--- src/rtl/shift_reg_univ.sv ---
// Universal shift register: right/left shift, parallel load, clock enable, and a
// shift counter that pulses word_done once per WIDTH shifts. Build macro SHREG_ROTATE_EN.
module shift_reg_univ #(
    parameter int               WIDTH     = 4,
    parameter logic [WIDTH-1:0] RESET_VAL = {WIDTH{1'b0}},
    parameter logic [WIDTH-1:0] SET_VAL   = {WIDTH{1'b1}}
) (
    input  logic             clk,
    input  logic             r,
    input  logic             s,
    input  logic             en,
    input  logic [1:0]       mode,
    input  logic             D,
    input  logic             rot,
    input  logic [WIDTH-1:0] P,
    output logic [WIDTH-1:0] Q,
    output logic             so,
    output logic             word_done
);

    localparam int              CW         = $clog2(WIDTH);
    localparam logic [CW-1:0]   CNT_LAST   = CW'(WIDTH - 1);
    localparam logic [1:0]      MODE_HOLD  = 2'b00;
    localparam logic [1:0]      MODE_RIGHT = 2'b01;
    localparam logic [1:0]      MODE_LEFT  = 2'b10;
    localparam logic [1:0]      MODE_LOAD  = 2'b11;

    logic [WIDTH-1:0] q_q, q_d;
    logic [WIDTH-1:0] shr_w, shl_w;
    logic [CW-1:0]    cnt_q, cnt_d;
    logic             word_done_q, word_done_d;
    logic             in_r, in_l;
    logic             shift_w;

`ifdef SHREG_ROTATE_EN
    // Rotation feeds the bit falling off the far end back into the vacated slot.
    assign in_r = rot ? q_q[0]       : D;
    assign in_l = rot ? q_q[WIDTH-1] : D;
`else
    logic unused_rot;
    assign unused_rot = rot;
    assign in_r       = D;
    assign in_l       = D;
`endif

    genvar gi;
    generate
        for (gi = 0; gi < WIDTH - 1; gi++) begin : g_shift
            assign shr_w[gi]   = q_q[gi+1];
            assign shl_w[gi+1] = q_q[gi];
        end
    endgenerate
    assign shr_w[WIDTH-1] = in_r;
    assign shl_w[0]       = in_l;

    assign shift_w = en && ((mode == MODE_RIGHT) || (mode == MODE_LEFT));

    always_comb begin
        q_d         = q_q;
        cnt_d       = cnt_q;
        word_done_d = 1'b0;
        if (s) begin
            q_d   = SET_VAL;
            cnt_d = '0;
        end else if (en) begin
            case (mode)
                MODE_HOLD:  q_d = q_q;
                MODE_RIGHT: q_d = shr_w;
                MODE_LEFT:  q_d = shl_w;
                MODE_LOAD: begin
                    q_d   = P;
                    cnt_d = '0;
                end
                default:    q_d = q_q;
            endcase
            // Both directions share one counter, so a word may mix left and right shifts.
            if (shift_w) begin
                if (cnt_q == CNT_LAST) begin
                    cnt_d       = '0;
                    word_done_d = 1'b1;
                end else begin
                    cnt_d = cnt_q + CW'(1);
                end
            end
        end
    end

    always_ff @(posedge clk or negedge r) begin
        if (!r) begin
            q_q         <= RESET_VAL;
            cnt_q       <= '0;
            word_done_q <= 1'b0;
        end else begin
            q_q         <= q_d;
            cnt_q       <= cnt_d;
            word_done_q <= word_done_d;
        end
    end

    assign Q         = q_q;
    assign word_done = word_done_q;
    assign so        = (mode == MODE_RIGHT) ? q_q[0] : q_q[WIDTH-1];

endmodule

--- config.mk ---
export PLATFORM = sky130hd
export DESIGN_NAME = shift_reg_univ
export DESIGN_NICKNAME = d
export VERILOG_FILES = /design/src/rtl/shift_reg_univ.sv
export SDC_FILE = /design/constraint.sdc
export NUM_CORES = 1
export LEC_CHECK = 0
export ABC_AREA = 1
export BUFFER_PORTS_ARGS = -buffer_cell sky130_fd_sc_hd__buf_2
export CAP_MARGIN = 20
export CORE_AREA = 2 2 39 41
export CTS_BUF_LIST = sky130_fd_sc_hd__clkbuf_8
export DETAILED_ROUTE_END_ITERATION = 7
export DIE_AREA = 0 0 41 43
export PLACE_DENSITY = 0.75
export SKIP_CTS_REPAIR_TIMING = 1
export SYNTH_ARGS = -nofsm -noshare
export SYNTH_HDL_FRONTEND = slang
export SYNTH_SLANG_ARGS = --single-unit
export TNS_END_PERCENT = 10
--- constraint.sdc ---
create_clock -name clk -period 1 [get_ports clk]
set_input_delay 0.05 -clock clk [delete_from_list [all_inputs] [get_ports clk]]
set_output_delay 0.05 -clock clk [all_outputs]
set_load 0.01 [all_outputs]
==> results of run 1 <==
## flip-flops by register name, summed over array words and instances, names as in the netlist
register   cells
Q              4
cnt_q          2
word_done      1
## layer usage
metal	part of all wire (%)	wire, microns
met1	42	473
met2	50	555
met3	6.3	71
met4	1.9	21
met5	0	0
## worst paths after layout
kind,from,to,slack [ps],cells after the start
min,s,word_done,40,2
min reg2reg,Q[2],Q[2],570,2
min in group asynchronous,r,cnt_q[1],180,2
max,Q[0],so,-60,2
max in group asynchronous,r,Q[2],680,2
max reg2reg,cnt_q[0],cnt_q[0],60,4
## logic make-up (layout without fill, tap and decap cells)
| group | after synthesis | count (layout) | share of synthesized area (%) |
|---|---|---|---|
| simple gates | 47 | 47 | 37.38 |
| buf+inv | 12 | 36 | 8.571 |
| flops | 7 | 7 | 33.33 |
| fa+ha+maj | 6 | 6 | 14.29 |
| compound gates | 3 | 3 | 4.284 |
| mux | 1 | 1 | 2.143 |
## power groups by stage
| stage | logic, mW | registers, mW | clock network [mW] |
|---|---|---|---|
| final | 0.198 | 0.318 | 0.386 |
| after global routing | 0.226 | 0.319 | 0.419 |
| after CTS | 0.182 | 0.319 | 0.395 |
| after detailed placement | 0.180 | 0.322 | 0 |
| after global placement | 0.176 | 0.322 | 0 |
| after floorplan | 0.100 | 0.328 | 0 |
## layout make-up
class                      instances  share of cell area [%]
timing repair buffer              20                   16.70
inverter                          12                   6.327
multi-input combinational         57                   43.23
tap                               16                   2.812
sequential                         7                   24.60
clock buffer                       3                   5.800
clock inverter                     1                  0.5272
## layout by cell type, fill, tap and decap left out, types with 2 or more instances in the layout
master     n
buf_2     15
inv_1      9
dfrtp_1    7
nand3_1    3
nand4_1    2
ha_1       5
buf_4      3
nor2_2     2
nor2_1    12
clkbuf_8   3
nand2_2    2
nand2_1   25
inv_2      4
## through the flow
step	util, %	setup slack (ps)	hold slack (ps)
2_1_floorplan	-	75.87	-245.6
3_3_place_gp	45.75	-11.54	-112.1
3_5_place_dp	45.75	-19.98	-113.0
4_1_cts	49.01	-79.80	-354.9
5_1_grt	51.45	-79.19	53.46
6_report	51.45	-60.81	36.90
## critical path, stage by stage (launching register included)
cell	delay (ps)
dfrtp_1	390
mux2_2	280
buf_6	120
==> impl_metrics.csv, run 1 <==
group,metric,value,unit
clock_tree,htree_levels,1,
global_route,grt_most_used_layer,"met2",
drt,drc,0,
logic_synthesis,synth-seq-cells,7,
global_route,first_global_vias,502,
pwr,p_switching,0.2451,mW
pwr,total_power,0.9025,mW
logic_synthesis,synthesis.nets,94,
floorplanning,num_rows,14,
logic_synthesis,yosysWarnings,0,
cells_and_area,layout.cells.non_filler,116,
floorplanning,ios,18,
cells_and_area,antenna_cells,0,
cells_and_area,layout-drive-gt1-share,33.00,%
clock_tree,insertion_delay,230,ps
logic_synthesis,yosysMostFrequentCell,"nand2_1",
pwr,p_leak,0.3979,nW
drt,dr.pass1.iters,3,
clock_tree,path_clk_slew,40,ps
global_route,antenna_found_initial,0,
logic_synthesis,synth_top_cell_by_area,"dfrtp_1",
logic_synthesis,avgSynthCellArea,6.915,sq um
critical_path,setup.worst_path.class,"reg2out",
status,violations,"setup timing",
hold_path,holdCritPathClass,"in2reg",
global_route,grt_util_met1,16.16,%
global_route,met3_usage,4.712,%
floorplanning,core_area,1384,sq um
clock_tree,cts_tree,"done",
global_route,grt_use_met2,25.62,%
logic_synthesis,synth_enable_flop_cells,0,
logic_synthesis,yosysTopAreaCellShare,33.33,%
timing,finalHoldViolations,0,
timing,maxSlewViolCount,0,
flow_run,cap_violations,0,
pwr,internal_power,0.6574,mW
drt,viasPerCell,4.526,
pwr,pwr-share-clk,42.8,%
placement,dp_cells,109,
drt,avgRoutedWirePerCell,9.664,microns
placement,gp_congestion,0.7735,
pwr,ir_drop,763.3,uV
clock_tree,tritoncts.num_buffers,3,
cells_and_area,regArea,175.2,sq um
clock_tree,cts.path.max_buffers,2,
cells_and_area,finalNetCount,119,
global_route,grt_pass1_wl,1787,microns
logic_synthesis,synthDistinctLibCells,15,
logic_synthesis,synth.top_cells.by_count,"nand2_1, nor2_1, inv_1",
timing,relSlewSlack,84.48,%
timing,max_freq,942.7,MHz
timing,rsz0062_at_grt,"true",
critical_path,cp-start-kind,"flop",
cells_and_area,multiInputGateArea,307.8,sq um
logic_synthesis,synth-seq-area-share,33.33,%
critical_path,end_kind,"output port",
cells_and_area,n_fill_cell,147,
global_route,grt_max_degree,9,
floorplanning,die_w,41,microns
global_route,grt_use_total,15.07,%
critical_path,worstPathArrival,1010,ps
pwr,combinationalPowerShare,22.0,%
timing,min_period,1061,ps
floorplanning,initial_utilization,37.97,%
pwr,seq_power_share,35.2,%
drt,wl,1121,microns
cells_and_area,stdcell_area,711.9,sq um
logic_synthesis,synthFlopType,"dfrtp_1",
timing,setup_slack,-60.81,ps
clock_tree,cts-root-buf,"clkbuf_8",
drt,ant_nets,0,
logic_synthesis,syn_inst,76,
timing,tightest_slew,232.8,ps
placement,numPortBuffers,16,
timing,min_period_over_period,106.1,%
status,status,"complete, but fails checks",
timing,finalSetupViolCount,1,
pwr,p_sw_share,27.16,%
floorplanning,design.die.area,1763,sq um
drt,drt_iter0_drc,4,
critical_path,cp.required,950,ps
drt,via_count,525,
global_route,overflow,0,
logic_synthesis,async_reset_ff_share,100.0,%
timing,setup-tns-final,-60.81,ps
cells_and_area,synthToLayoutAreaGrowth,35.48,%
floorplanning,die_y,43,microns
placement,hpwl,868.7,microns
placement,dpl_cell_area,633.1,sq um
critical_path,worstPathMaxFanout,3,
pwr,p_per_area,1268,nW/um^2
logic_synthesis,synthTopCellsByArea,"dfrtp_1, nand2_1, ha_1, nor2_1, inv_1",
clock_tree,cts.sinks,7,
timing,skew,1.230,ps
logic_synthesis,synth_area,525.5,sq um
Power figures use the tool's default switching activity.
==> run 2, diff against run 1 <==
- ABC_AREA: 1 -> default
- PLACE_DENSITY: 0.75 -> 0.69
==> run 2 against run 1 <==
  * The run still ends with setup timing left
  * Non-clock buffer count up 4
  * Maximum frequency shrank 4.0%
  * Power decreased by 2.2%
  * Final cell count shrank 22%
  * First-iteration DRC count increased by 50%
  * Critical endpoint unchanged
  * Die area unchanged
  * Largest cell class unchanged
  * Highest routed layer unchanged
  * Sequential share of layout area is 1.6 points higher
==> impl_metrics.csv, run 2 <==
group,metric,value,unit
global_route,first_global_vias,449,
cells_and_area,stdcell_area,668.1,sq um
timing,finalSetupViolCount,3,
status,violations,"setup timing",
logic_synthesis,async_reset_ff_share,100.0,%
critical_path,setup.worst_path.class,"reg2out",
clock_tree,htree_levels,1,
drt,viasPerCell,5.033,
cells_and_area,layout_commonest_cell,"buf_2",
placement,numPortBuffers,16,
cells_and_area,layout.cells.non_filler,91,
logic_synthesis,synthTopCellsByArea,"dfrtp_1, ha_1, a211oi_1, a31oi_1, nand2_1",
timing,min_period,1105,ps
critical_path,critical_path_depth,2,
clock_tree,cts.path.max_buffers,2,
timing,finalHoldViolations,0,
floorplanning,core_area,1384,sq um
cells_and_area,antenna_cells,0,
timing,skew,0.09766,ps
global_route,antenna_found_initial,0,
critical_path,cp_slowest_cell,"dfrtp_1",
timing,whs,98.88,ps
placement,dpl_cell_area,603.1,sq um
logic_synthesis,synth-compound-area-share,19.39,%
status,status,"complete, but fails checks",
cells_and_area,synthToLayoutAreaGrowth,47.92,%
logic_synthesis,synth.mux.area_fraction,2.493,%
clock_tree,path_clk_slew,40,ps
floorplanning,die_w,41,microns
drt,drt_iter0_drc,6,
cells_and_area,multiInputGateArea,271.5,sq um
placement,dp_cells,86,
placement,hpwl,870.9,microns
hold_path,holdCritPathClass,"in2reg",
logic_synthesis,synthesis.nets,66,
cells_and_area,utilization,48.28,%
clock_tree,cts-root-buf,"clkbuf_8",
pwr,pwr-share-clk,44.0,%
logic_synthesis,synth_area,451.7,sq um
pwr,internal_power,0.6557,mW
flow_run,cap_violations,0,
drt,wl,1087,microns
logic_synthesis,synthFlopType,"dfrtp_1",
critical_path,crit_chain,"mux2_4, buf_6",
global_route,grt_pass1_wl,1718,microns
clock_tree,cts_tree,"done",
critical_path,end_kind,"output port",
cells_and_area,finalNetCount,94,
critical_path,ff2ff_path_depth,3,
clock_tree,tritoncts.num_buffers,3,
timing,max_freq,905.2,MHz
logic_synthesis,yosys.area_share.simple,20.22,%
pwr,combinationalPowerShare,19.9,%
cells_and_area,layout_common_cells,"buf_2, dfrtp_1, buf_4",
global_route,grt_use_total,14.37,%
pwr,p_leak,0.3202,nW
drt,dr.pass1.iters,4,
critical_path,worstPathArrival,1050,ps
drt,via_count,458,
pwr,p_per_area,1321,nW/um^2
floorplanning,ios,18,
floorplanning,die_y,43,microns
critical_path,crit_buf_inv,1,
timing,tightest_slew,257.1,ps
pwr,ir_drop,377.4,uV
critical_path,max_stage_delay,410,ps
cells_and_area,n_fill_cell,140,
logic_synthesis,yosysWarnings,0,
timing,min_period_over_period,110.5,%
cells_and_area,layout-drive-gt1-share,41.33,%
clock_tree,insertion_delay,230,ps
logic_synthesis,synth_adder_area_share,16.62,%
floorplanning,initial_utilization,32.64,%
global_route,overflow,0,
pwr,p_switching,0.2268,mW
drt,drc,0,
pwr,seq_power_share,36.1,%
critical_path,worstPathMaxFanout,4,
logic_synthesis,yosysMostFrequentCell,"dfrtp_1",
logic_synthesis,yosysTopAreaCellShare,38.78,%
logic_synthesis,avgSynthCellArea,9.410,sq um
logic_synthesis,synth_enable_flop_cells,0,
cells_and_area,regArea,175.2,sq um
floorplanning,num_rows,14,
timing,maxSlewViolCount,0,
placement,place_ws,-179.9,ps
timing,relSlewSlack,82.80,%
drt,ant_nets,0,
placement,gp_congestion,0.8030,
timing,setup_slack,-104.7,ps
timing,rsz0062_at_grt,"true",
clock_tree,cts.sinks,7,
logic_synthesis,synthDistinctLibCells,21,
logic_synthesis,synth.top_cells.by_count,"dfrtp_1, ha_1, nand2_1",
drt,avgRoutedWirePerCell,11.95,microns
floorplanning,design.die.area,1763,sq um
global_route,grt_max_degree,11,
critical_path,cp.required,950,ps
critical_path,path_delay_family,"flip-flops",
cells_and_area,largest_register_ff_count,4,
logic_synthesis,synth_top_cell_by_area,"dfrtp_1",
hold_path,hold_path_depth,2,
logic_synthesis,synth-seq-area-share,38.78,%
logic_synthesis,synth-seq-cells,7,
critical_path,cp-start-kind,"flop",
logic_synthesis,synth_top_family_by_area,"simple AND/OR/NAND/NOR gates",
logic_synthesis,synth_xor_area_share,0,%
logic_synthesis,syn_inst,48,
pwr,p_sw_share,25.70,%
## run 2: changes by cell type in the layout (fill, tap and decap cells not counted), moves of 2 or more
cell and delta:
nor3_1 +2, inv_2 -4, nor2_1 -10, nand4_1 -2
a211oi_1 +3, nand2_1 -20, inv_1 -6, nand2_2 -2
a31oi_1 +3, o21ai_0 +2, buf_4 +4, nor2_2 -2
## run 2: routing by layer
metal | share of wire [%] | track usage, % | vias up
met5 | 0 | 0 | -
met4 | 1.2 | 12.00 | 0
met3 | 4.7 | 0 | 2
met2 | 47 | 22.81 | 13
met1 | 47 | 16.77 | 213
li1 | - | - | 230
## run 2: power groups by stage
stage	Combinational [mW]	Clock [mW]	Sequential [mW]
2_1_floorplan	0.0804	0	0.324
3_3_place_gp	0.162	0	0.321
3_5_place_dp	0.166	0	0.321
4_1_cts	0.166	0.398	0.318
5_1_grt	0.197	0.414	0.321
6_report	0.176	0.388	0.319
## run 2: final timing paths
path,from,to,slack [ps]
max,Q[3],so,-100
min,s,cnt_q[0],100
max reg2reg,cnt_q[0],cnt_q[0],-80
min reg2reg,Q[2],Q[2],570
max in group asynchronous,r,cnt_q[0],670
min in group asynchronous,r,Q[0],180
## run 2: through the flow
stage                     TNS [ps]  power (mW)
after detailed placement    -599.3      0.4873
after global placement      -503.3      0.4827
after floorplan             -22.08      0.4040
after CTS                   -219.8      0.8820
after global routing        -317.6      0.9325
final                       -194.7      0.8825
## run 2: area by class of cell
class	instances	area share (%)
Sequential cell	7	26.22
Timing Repair Buffer	24	22.28
Inverter	2	1.124
Clock buffer	3	6.180
Tap cell	16	2.996
Multi-Input combinational cell	38	40.64
Clock inverter	1	0.5618
## run 2: logic make-up after synthesis
kind of cell,count (synthesis)
AO/OA/AOI/OAI,13
adder cells (fa/ha/maj),6
buffers and inverters,3
flip-flops,7
multiplexers,1
AND/OR/NAND/NOR,18
## run 2: worst register-to-register path, delay by kind of cell (launching register included)
| family | cells | cell delay (ps) |
|---|---|---|
| flops | 1 | 390 |
| fa+ha+maj | 1 | 180 |
| simple gates | 1 | 320 |
| compound gates | 1 | 120 |
==> run 3, diff against run 2 <==
- GPL_TIMING_DRIVEN: default -> 0
==> run 3 against run 2 <==
  * Via count decreased by 3.5%
  * Sequential cell count stayed put
  * Clock power about the same
  * Highest routed layer unchanged
  * Sequential share of layout area grew 1.3 points
  * Worst hold slack gained 3.6 ps
  * Register-to-register slack lost 30 ps
  * The run still ends with setup timing left
  * Combinational power down 5%
  * Worst setup slack worse by 0.65 ps
  * Wire length is 2.7% lower
  * Power down 0.61%
  * Critical path depth is 1 higher
==> impl_metrics.csv, run 3 (same netlist as run 2, synthesis figures left out) <==
group,metric,value,unit
critical_path,worstPathMaxFanout,3,
timing,min_period,1105,ps
critical_path,cp_slowest_cell,"dfrtp_1",
clock_tree,cts_tree,"done",
clock_tree,cts.path.max_buffers,2,
status,status,"complete, but fails checks",
cells_and_area,synthToLayoutAreaGrowth,41.00,%
global_route,first_global_vias,385,
critical_path,ff2ff_path_depth,3,
drt,wl,1058,microns
placement,numPortBuffers,15,
clock_tree,tritoncts.num_buffers,3,
hold_path,holdCritPathClass,"in2reg",
hold_path,hold_path_depth,3,
clock_tree,htree_levels,1,
critical_path,cp-start-kind,"flop",
global_route,met3_usage,1.571,%
pwr,ir_drop,390.3,uV
drt,avgRoutedWirePerCell,12.30,microns
global_route,grt_most_used_layer,"met2",
timing,max_freq,904.7,MHz
drt,viasPerCell,5.140,
floorplanning,initial_utilization,32.64,%
drt,dr.pass1.iters,3,
clock_tree,insertion_delay,230,ps
global_route,overflow,0,
critical_path,max_stage_delay,390,ps
clock_tree,cts-root-buf,"clkbuf_8",
clock_tree,path_clk_slew,40,ps
global_route,grt_use_met2,18.44,%
floorplanning,num_rows,14,
clock_tree,cts.sinks,7,
floorplanning,die_w,41,microns
status,violations,"setup timing",
cells_and_area,antenna_cells,0,
placement,hpwl,804.5,microns
floorplanning,ios,18,
timing,whs,102.5,ps
cells_and_area,layout-drive-gt1-share,38.57,%
global_route,grt_max_degree,11,
cells_and_area,utilization,46.02,%
critical_path,crit_chain,"ha_2, or3_4, a21oi_2",
timing,finalHoldViolations,0,
timing,finalSetupViolCount,3,
critical_path,cp.required,1150,ps
floorplanning,die_y,43,microns
timing,tightest_slew,406.9,ps
drt,ant_nets,0,
cells_and_area,finalNetCount,89,
timing,rsz0062_at_grt,"true",
timing,relSlewSlack,72.87,%
drt,drt_iter0_drc,5,
critical_path,r2r_slack,-110,ps
critical_path,worstPathArrival,1260,ps
floorplanning,design.die.area,1763,sq um
cells_and_area,layout_commonest_cell,"buf_2",
global_route,grt_util_met1,17.04,%
timing,min_period_over_period,110.5,%
cells_and_area,largest_register_ff_count,4,
timing,maxSlewViolCount,0,
timing,setup_slack,-105.4,ps
pwr,total_power,0.8771,mW
flow_run,cap_violations,0,
timing,skew,0.1017,ps
cells_and_area,layout_common_cells,"buf_2, dfrtp_1, nand2_1",
cells_and_area,n_fill_cell,149,
global_route,grt_use_total,13.35,%
global_route,grt_pass1_wl,1566,microns
drt,drc,0,
placement,gp_congestion,0.7632,
drt,via_count,442,
critical_path,end_kind,"flop",
placement,place_ws,-201.0,ps
floorplanning,core_area,1384,sq um
pwr,p_per_area,1377,nW/um^2
pwr,p_leak,0.2921,nW
timing,setup-tns-final,-229.3,ps
global_route,antenna_found_initial,0,
critical_path,setup.worst_path.class,"reg2reg",
## run 3: worst paths after layout
kind | startpoint | end
max | cnt_q[0] | cnt_q[0]
min | D | Q[3]
max reg2reg | cnt_q[0] | cnt_q[0]
min reg2reg | cnt_q[1] | cnt_q[1]
max in group asynchronous | r | Q[2]
min in group asynchronous | r | cnt_q[0]
## run 3: stage by stage
stage / instance area [sq um] / cells
5_1_grt: 636.9 / 86
3_5_place_dp: 549.3 / 79
2_1_floorplan: 454.2 / 48
4_1_cts: 594.3 / 83
3_3_place_gp: 549.3 / 79
6_report: 636.9 / 86
## run 3: routing by layer
metal | wire (microns) | vias to the layer above
met5 | 0 | -
met1 | 471 | 202
met2 | 488 | 16
met3 | 73 | 4
met4 | 25 | 0
li1 | - | 220
## run 3: critical path: cells and delay by family (launching register included)
| family | cells | cell delay (ps) |
|---|---|---|
| simple gates | 1 | 330 |
| fa+ha+maj | 1 | 190 |
| flops | 1 | 390 |
| compound gates | 1 | 120 |
## run 3: cell type report
cell class	count	area, sq um	area share [%]
tap	16	20.02	3.143
clock inverter	1	3.754	0.5894
clock buffer	3	41.29	6.483
multi-input combinational	38	279.0	43.81
inverter	2	7.507	1.179
buffer	1	3.754	0.5894
timing repair buffer	18	106.4	16.70
sequential	7	175.2	27.50
## run 3: power breakdown
| group | internal, mW | total, mW | switching, mW |
|---|---|---|---|
| Clock | 0.265 | 0.390 | 0.124 |
| Combinational | 0.0832 | 0.168 | 0.0851 |
| Sequential | 0.301 | 0.319 | 0.0176 |
| Total | 0.650 | 0.877 | 0.227 |
